--- src/rtl/seq_chunk_adder_pkg.sv ---
// Shared definitions for the sequential chunked adder.
//   state_t   : controller states IDLE / RUN / DONE
//   DEF_WIDTH : default operand/result width
//   DEF_CHUNK : default number of bits added per cycle
package seq_chunk_adder_pkg;

  typedef enum logic [1:0] {
    IDLE = 2'd0,
    RUN  = 2'd1,
    DONE = 2'd2
  } state_t;

  localparam int DEF_WIDTH = 32;
  localparam int DEF_CHUNK = 8;

endpackage

--- src/rtl/seq_chunk_adder_if.sv ---
// Operand/result bundle for seq_chunk_adder.
// Optional feature macro: SEQ_CHUNK_ADDER_SUB_EN adds the 'sub' signal.
//   master : requester side (drives in_valid, a, b, cin[, sub])
//   slave  : adder side (drives in_ready, sum, cout, ovf, out_valid)
interface seq_chunk_adder_if
  import seq_chunk_adder_pkg::*;
#(
  parameter int WIDTH = DEF_WIDTH
);

  logic             in_valid;
  logic             in_ready;
  logic [WIDTH-1:0] a;
  logic [WIDTH-1:0] b;
  logic             cin;
`ifdef SEQ_CHUNK_ADDER_SUB_EN
  logic             sub;
`endif
  logic [WIDTH-1:0] sum;
  logic             cout;
  logic             ovf;
  logic             out_valid;

`ifdef SEQ_CHUNK_ADDER_SUB_EN
  modport master (output in_valid, a, b, cin, sub,
                  input  in_ready, sum, cout, ovf, out_valid);
  modport slave  (input  in_valid, a, b, cin, sub,
                  output in_ready, sum, cout, ovf, out_valid);
`else
  modport master (output in_valid, a, b, cin,
                  input  in_ready, sum, cout, ovf, out_valid);
  modport slave  (input  in_valid, a, b, cin,
                  output in_ready, sum, cout, ovf, out_valid);
`endif

endinterface

--- src/rtl/seq_chunk_adder_chunk_adder.sv ---
// chunk_adder: combinational CHUNK-bit ripple-carry adder built from
// full-adder cells.
//   a, b : CHUNK-bit addends
//   cin  : carry into bit 0
//   sum  : CHUNK-bit sum
//   cout : carry out of the top bit
module chunk_adder
  import seq_chunk_adder_pkg::*;
#(
  parameter int CHUNK = DEF_CHUNK
) (
  input  logic [CHUNK-1:0] a,
  input  logic [CHUNK-1:0] b,
  input  logic             cin,
  output logic [CHUNK-1:0] sum,
  output logic             cout
);

  logic [CHUNK:0] c;

  assign c[0] = cin;

  for (genvar i = 0; i < CHUNK; i++) begin : g_fa
    assign sum[i]   = a[i] ^ b[i] ^ c[i];
    assign c[i+1]   = (a[i] & b[i]) | (c[i] & (a[i] ^ b[i]));
  end

  assign cout = c[CHUNK];

endmodule

--- src/rtl/seq_chunk_adder.sv ---
// seq_chunk_adder: adds two WIDTH-bit operands CHUNK bits per cycle using a
// single chunk_adder and a carry register. One operation takes N+2 cycles
// (N = WIDTH/CHUNK); WIDTH must be an integer multiple of CHUNK.
// Optional feature macro: SEQ_CHUNK_ADDER_SUB_EN (adds subtract via bus.sub).
// Ports:
//   clk : clock, rising edge
//   rst : asynchronous active-high reset
//   bus : seq_chunk_adder_if slave -- in_valid/in_ready handshake, a, b, cin,
//         [sub], registered sum/cout/ovf and one-cycle out_valid pulse
module seq_chunk_adder
  import seq_chunk_adder_pkg::*;
#(
  parameter int WIDTH = DEF_WIDTH,
  parameter int CHUNK = DEF_CHUNK
) (
  input  logic            clk,
  input  logic            rst,
  seq_chunk_adder_if.slave bus
);

  localparam int N     = WIDTH / CHUNK;
  localparam int IDX_W = (N > 1) ? $clog2(N) : 1;
  localparam logic [IDX_W-1:0] LAST_IDX = IDX_W'(N - 1);

  state_t state_q;
  state_t state_d;

  logic        [IDX_W-1:0] idx;
  logic signed [WIDTH-1:0] a_reg;
  logic signed [WIDTH-1:0] b_reg;
  logic signed [WIDTH-1:0] acc;
  logic                    carry;

  logic        [WIDTH-1:0] b_eff;
  logic                    cin_eff;

  logic        [CHUNK-1:0] chunk_a;
  logic        [CHUNK-1:0] chunk_b;
  logic        [CHUNK-1:0] chunk_sum;
  logic                    chunk_cout;

  logic        [WIDTH-1:0] sum_reg;
  logic                    cout_reg;
  logic                    ovf_reg;
  logic                    out_valid_reg;

  // Effective B operand and carry-in as seen at acceptance.
`ifdef SEQ_CHUNK_ADDER_SUB_EN
  assign b_eff   = bus.sub ? ~bus.b : bus.b;
  assign cin_eff = bus.sub ? 1'b1   : bus.cin;
`else
  assign b_eff   = bus.b;
  assign cin_eff = bus.cin;
`endif

  assign chunk_a = a_reg[idx*CHUNK +: CHUNK];
  assign chunk_b = b_reg[idx*CHUNK +: CHUNK];

  chunk_adder #(
    .CHUNK (CHUNK)
  ) u_chunk_adder (
    .a    (chunk_a),
    .b    (chunk_b),
    .cin  (carry),
    .sum  (chunk_sum),
    .cout (chunk_cout)
  );

  // Signed overflow: like-signed operands producing a result of the other sign.
  function automatic logic calc_ovf(input logic signed [WIDTH-1:0] op_a,
                                    input logic signed [WIDTH-1:0] op_b,
                                    input logic signed [WIDTH-1:0] res);
    return (op_a[WIDTH-1] == op_b[WIDTH-1]) && (res[WIDTH-1] != op_a[WIDTH-1]);
  endfunction

  always_ff @(posedge clk or posedge rst) begin
    if (rst) begin
      state_q <= IDLE;
    end else begin
      state_q <= state_d;
    end
  end

  always_comb begin
    state_d = state_q;
    case (state_q)
      IDLE:    if (bus.in_valid) state_d = RUN;
      RUN:     if (idx == LAST_IDX) state_d = DONE;
      DONE:    state_d = IDLE;
      default: state_d = IDLE;
    endcase
  end

  // Datapath: capture in IDLE, one chunk per RUN cycle, publish in DONE.
  // The carry out of the last chunk stays in 'carry' and becomes cout; it is
  // never fed back into chunk 0.
  always_ff @(posedge clk or posedge rst) begin
    if (rst) begin
      idx           <= '0;
      a_reg         <= '0;
      b_reg         <= '0;
      acc           <= '0;
      carry         <= 1'b0;
      sum_reg       <= '0;
      cout_reg      <= 1'b0;
      ovf_reg       <= 1'b0;
      out_valid_reg <= 1'b0;
    end else begin
      out_valid_reg <= 1'b0;
      case (state_q)
        IDLE: begin
          if (bus.in_valid) begin
            a_reg <= bus.a;
            b_reg <= b_eff;
            carry <= cin_eff;
            acc   <= '0;
            idx   <= '0;
          end
        end
        RUN: begin
          acc[idx*CHUNK +: CHUNK] <= chunk_sum;
          carry                   <= chunk_cout;
          idx                     <= (idx == LAST_IDX) ? '0 : idx + 1'b1;
        end
        DONE: begin
          sum_reg       <= acc;
          cout_reg      <= carry;
          ovf_reg       <= calc_ovf(a_reg, b_reg, acc);
          out_valid_reg <= 1'b1;
        end
        default: ;
      endcase
    end
  end

  assign bus.in_ready  = (state_q == IDLE);
  assign bus.sum       = sum_reg;
  assign bus.cout      = cout_reg;
  assign bus.ovf       = ovf_reg;
  assign bus.out_valid = out_valid_reg;

endmodule

--- src/flat_wrapper.sv ---
// flat-port wrapper written by rule: the top's interface ports become plain ports
module seq_chunk_adder_flat import seq_chunk_adder_pkg::*;
#(
  parameter int WIDTH = DEF_WIDTH,
  parameter int CHUNK = DEF_CHUNK
)
  (clk, rst, bus_in_valid, bus_a, bus_b, bus_cin, bus_in_ready, bus_sum, bus_cout, bus_ovf, bus_out_valid);
  seq_chunk_adder_if #(.WIDTH(WIDTH)) bus_i ();
  input  logic clk;
  input  logic rst;
  input wire logic [$bits(bus_i.in_valid)-1:0] bus_in_valid;
  input wire logic [$bits(bus_i.a)-1:0] bus_a;
  input wire logic [$bits(bus_i.b)-1:0] bus_b;
  input wire logic [$bits(bus_i.cin)-1:0] bus_cin;
  output wire logic [$bits(bus_i.in_ready)-1:0] bus_in_ready;
  output wire logic [$bits(bus_i.sum)-1:0] bus_sum;
  output wire logic [$bits(bus_i.cout)-1:0] bus_cout;
  output wire logic [$bits(bus_i.ovf)-1:0] bus_ovf;
  output wire logic [$bits(bus_i.out_valid)-1:0] bus_out_valid;
  assign bus_i.in_valid = bus_in_valid;
  assign bus_i.a = bus_a;
  assign bus_i.b = bus_b;
  assign bus_i.cin = bus_cin;
  assign bus_in_ready = bus_i.in_ready;
  assign bus_sum = bus_i.sum;
  assign bus_cout = bus_i.cout;
  assign bus_ovf = bus_i.ovf;
  assign bus_out_valid = bus_i.out_valid;
  seq_chunk_adder #(.WIDTH(WIDTH), .CHUNK(CHUNK)) u_core (.clk(clk), .rst(rst), .bus(bus_i));
endmodule
--- config.mk ---
export PLATFORM = sky130hd
export DESIGN_NAME = seq_chunk_adder_flat
export DESIGN_NICKNAME = d
export VERILOG_FILES = /design/src/rtl/seq_chunk_adder_pkg.sv /design/src/rtl/seq_chunk_adder_if.sv /design/src/rtl/seq_chunk_adder_chunk_adder.sv /design/src/rtl/seq_chunk_adder.sv /design/src/flat_wrapper.sv
export SDC_FILE = /design/constraint.sdc
export NUM_CORES = 1
export LEC_CHECK = 0
export CORE_UTILIZATION = 45
export CTS_BUF_LIST = sky130_fd_sc_hd__clkbuf_8
export CTS_CLUSTER_DIAMETER = 30
export CTS_CLUSTER_SIZE = 12
export DETAILED_ROUTE_END_ITERATION = 8
export PLACE_DENSITY_LB_ADDON = 0.05
export SLEW_MARGIN = 20
export SYNTH_ARGS = -nofsm -noshare
export SYNTH_HDL_FRONTEND = slang
export SYNTH_HIERARCHICAL = 1
export SYNTH_SLANG_ARGS = --single-unit
--- constraint.sdc ---
create_clock -name clk -period 5.25 [get_ports clk]
set_input_delay 1.05 -clock clk [delete_from_list [all_inputs] [get_ports clk]]
set_output_delay 1.05 -clock clk [all_outputs]
set_load 0.01 [all_outputs]
==> results.ini <==
[cts]
cts-root-buf=clkbuf_8
cts_buffer_depth=2
clock-sinks=136
h-tree-depth=4
cts_inserted_buffers=17
cts.clk_slew.worst_paths_ns=0.07
post-cts-setup-buffers=0
cts_resized=0
insertion_delay_ns=0.43
cts_hold_buf=0
cts_tree=done

[synthesis]
synth_cells=362
synth_xor_xnor_area_share_pct=0
synth.avg_cell_area_um2=16.9
yosysWarnings=6
syn_area_um2=6120
synth.distinct_cells=31
muxShareOfSynthArea_pct=27.4
yosysTopAreaCellShare_pct=55.6
ys_seq_elements=136
yosysSeqAreaShare_pct=55.6
synth_nets=444
synth_top_family_by_area=multiplexers
synthAdderAreaFrac_pct=3.84
yosys.area_share.simple_pct=3.19
yosysTopAreaCell=dfrtp_1
synth_compound_area_share_pct=5.87
synthTopCellsByArea=dfrtp_1 56%, mux2_4 15%, mux2_2 6.8%, mux4_2 5.9%, a22o_1 4.7%

[timing]
finalSetupTns_ns=0
holdWs_ns=0.502
finalClockSkew_ns=0.00778
hold_violations=0
period_share_pct=88.5
setup_viol=0
clock.fmax_ghz=0.215
slew_violations=0
period_needed_ns=4.65
max_slew_margin_pct=36.5
worst_pin_slew_ns=0.953
rsz0062_at_grt=no

[detailed_routing]
wire_per_inst_um=18.1
first_iter_violations=113
via_per_inst=5.05
vias=3329
top_layer=met4
met1Wirelength_mm=5.24
drtAntennaViolNets=0
firstDrtPassIters=4
route.met3.wl_um=520
drt-total-wl_mm=11.9
drc_errors=0
wl_met2_mm=6.00

[grt]
grt_usage_pct=19.0
antenna_found_initial=0
grt_pass1_vias=3621
grt_pass1_wl_mm=20.0
grt_max_degree=110
grt_overflow=0

[die]
num_io_pins=104
core.rowCount=42
design.core.area_um2=13200
die_area_um2=14100
dieWidth_um=119
initial_utilization_pct=46.2
die_h_um=119

[finish]
layout.nets=554
fin_util_pct=57.2
diodes=0
area_growth_syn_to_layout_pct=23.8
layout_common_cells=136 x dfrtp_1, 103 x clkdlybuf4s50_1, 60 x mux2_4, 37 x mux2_2, 33 x a22o_1
final_layout_size_suffix_gt1_share_pct=31.9
layout_commonest_cell=dfrtp_1

[outcome]
status=completed

[power]
leakagePower_uw=0.00346
pwr_density_cell_nw_per_um2=665
finalPower_uw=5040
ir_drop_mv=0.418

[critical_path]
worst_setup_path_end_kind=flop
cp_slowest_cell=dfrtp_1
critical_path.startpoint_type=flop
critPathRequiredTime_ns=5.62
cp_max_fo=7
path_cells=mux4_2 > fa_1 > inv_1 > fa_1 > inv_1 > fa_1 > fa_1 > fa_1 > fa_1 > fa_1 > inv_1 > fa_1 > inv_1 > a22o_1
worstPathArrival_ns=5.01
cp_slowest_stage_delay_ns=0.59
path_common_cell=fa_1
critical_path_class=reg2reg

[placement]
hpwl_mm=8.67
gp_congestion=0.754
port_buffers=103

[min_path]
holdCritPathClass=reg2reg

[job]
drv_cap=0

final timing paths:
path / from / to / slack [ns] / depth (start not counted)
worst max-delay path: u_core/idx[0]$_DFFE_PP0P_ / u_core/acc[23]$_DFFE_PP0P_ / 0.60 / 14
worst min-delay path: u_core/bus.ovf$_DFFE_PP0P_ / u_core/bus.ovf$_DFFE_PP0P_ / 0.50 / 2
worst max register to register: u_core/idx[0]$_DFFE_PP0P_ / u_core/acc[23]$_DFFE_PP0P_ / 0.60 / 14
worst min register to register: u_core/bus.ovf$_DFFE_PP0P_ / u_core/bus.ovf$_DFFE_PP0P_ / 0.50 / 2
max in group asynchronous: rst / u_core/b_reg[22]$_DFFE_PP0P_ / 3.08 / 3
min in group asynchronous: rst / u_core/bus.sum[25]$_DFFE_PP0P_ / 1.21 / 2
logic make-up after synthesis:
logic type	count (synthesis)
AO/OA/AOI/OAI	44
adder cells (fa/ha/maj)	14
flip-flops	136
multiplexers	113
AND/OR/NAND/NOR	24
buffers and inverters	31
per-stage QoR:
stage	cells	area (um2)	setup WS, ns
after CTS	659	7580	0.580
after global placement	629	7220	0.661
final	659	7580	0.603
after floorplan	362	6120	0.561
after global routing	659	7580	0.328
after detailed placement	629	7220	0.619
critical path, delay by kind of cell (launching register included):
family / cells / cell delay [ns]
adder cells (fa/ha/maj): 8 / 2.93
flip-flops: 1 / 0.59
multiplexers: 1 / 0.58
buffers and inverters: 4 / 0.35
AO/OA/AOI/OAI: 1 / 0.15
where the power goes:
group	total, uW	switching, uW	internal [uW]
Combinational	2400	1100	1300
Sequential	1840	329	1510
Clock	794	375	419
Total	5040	1800	3240
routing by layer:
layer / track usage, % / vias to the layer above
met2: 30.8 / 89
met1: 24.7 / 1696
met4: 7.36 / 0
met5: 0 / -
met3: 4.49 / 13
li1: - / 1531
cells in the mapped netlist:
library cell / instances
nor3_2: 1
o21bai_1: 1
ha_1: 6
and2_4: 1
nand3b_1: 1
o21ai_0: 2
nor4b_4: 1
clkbuf_1: 1
buf_12: 6
nand2_1: 8
a21oi_1: 3
nor2_2: 1
buf_4: 5
nor2b_1: 1
and2_1: 1
nand2b_4: 1
fa_1: 8
nor2_1: 1
buf_8: 1
mux2_4: 60
inv_1: 14
dfrtp_1: 136
a21o_1: 4
mux4_2: 16
nor4_4: 2
nand2b_1: 3
and3b_1: 2
o31ai_1: 1
mux2_2: 37
buf_2: 4
a22o_1: 33
layout make-up:
type / count / area [um2]
fill: 1098 / 5670
clock buffer: 18 / 248
inverter: 14 / 57.6
sequential: 136 / 3400
multi-input combinational: 195 / 2470
tap: 176 / 220
clock inverter: 12 / 113
timing repair buffer: 108 / 1070
No activity file was read; power rests on OpenSTA's default activity.
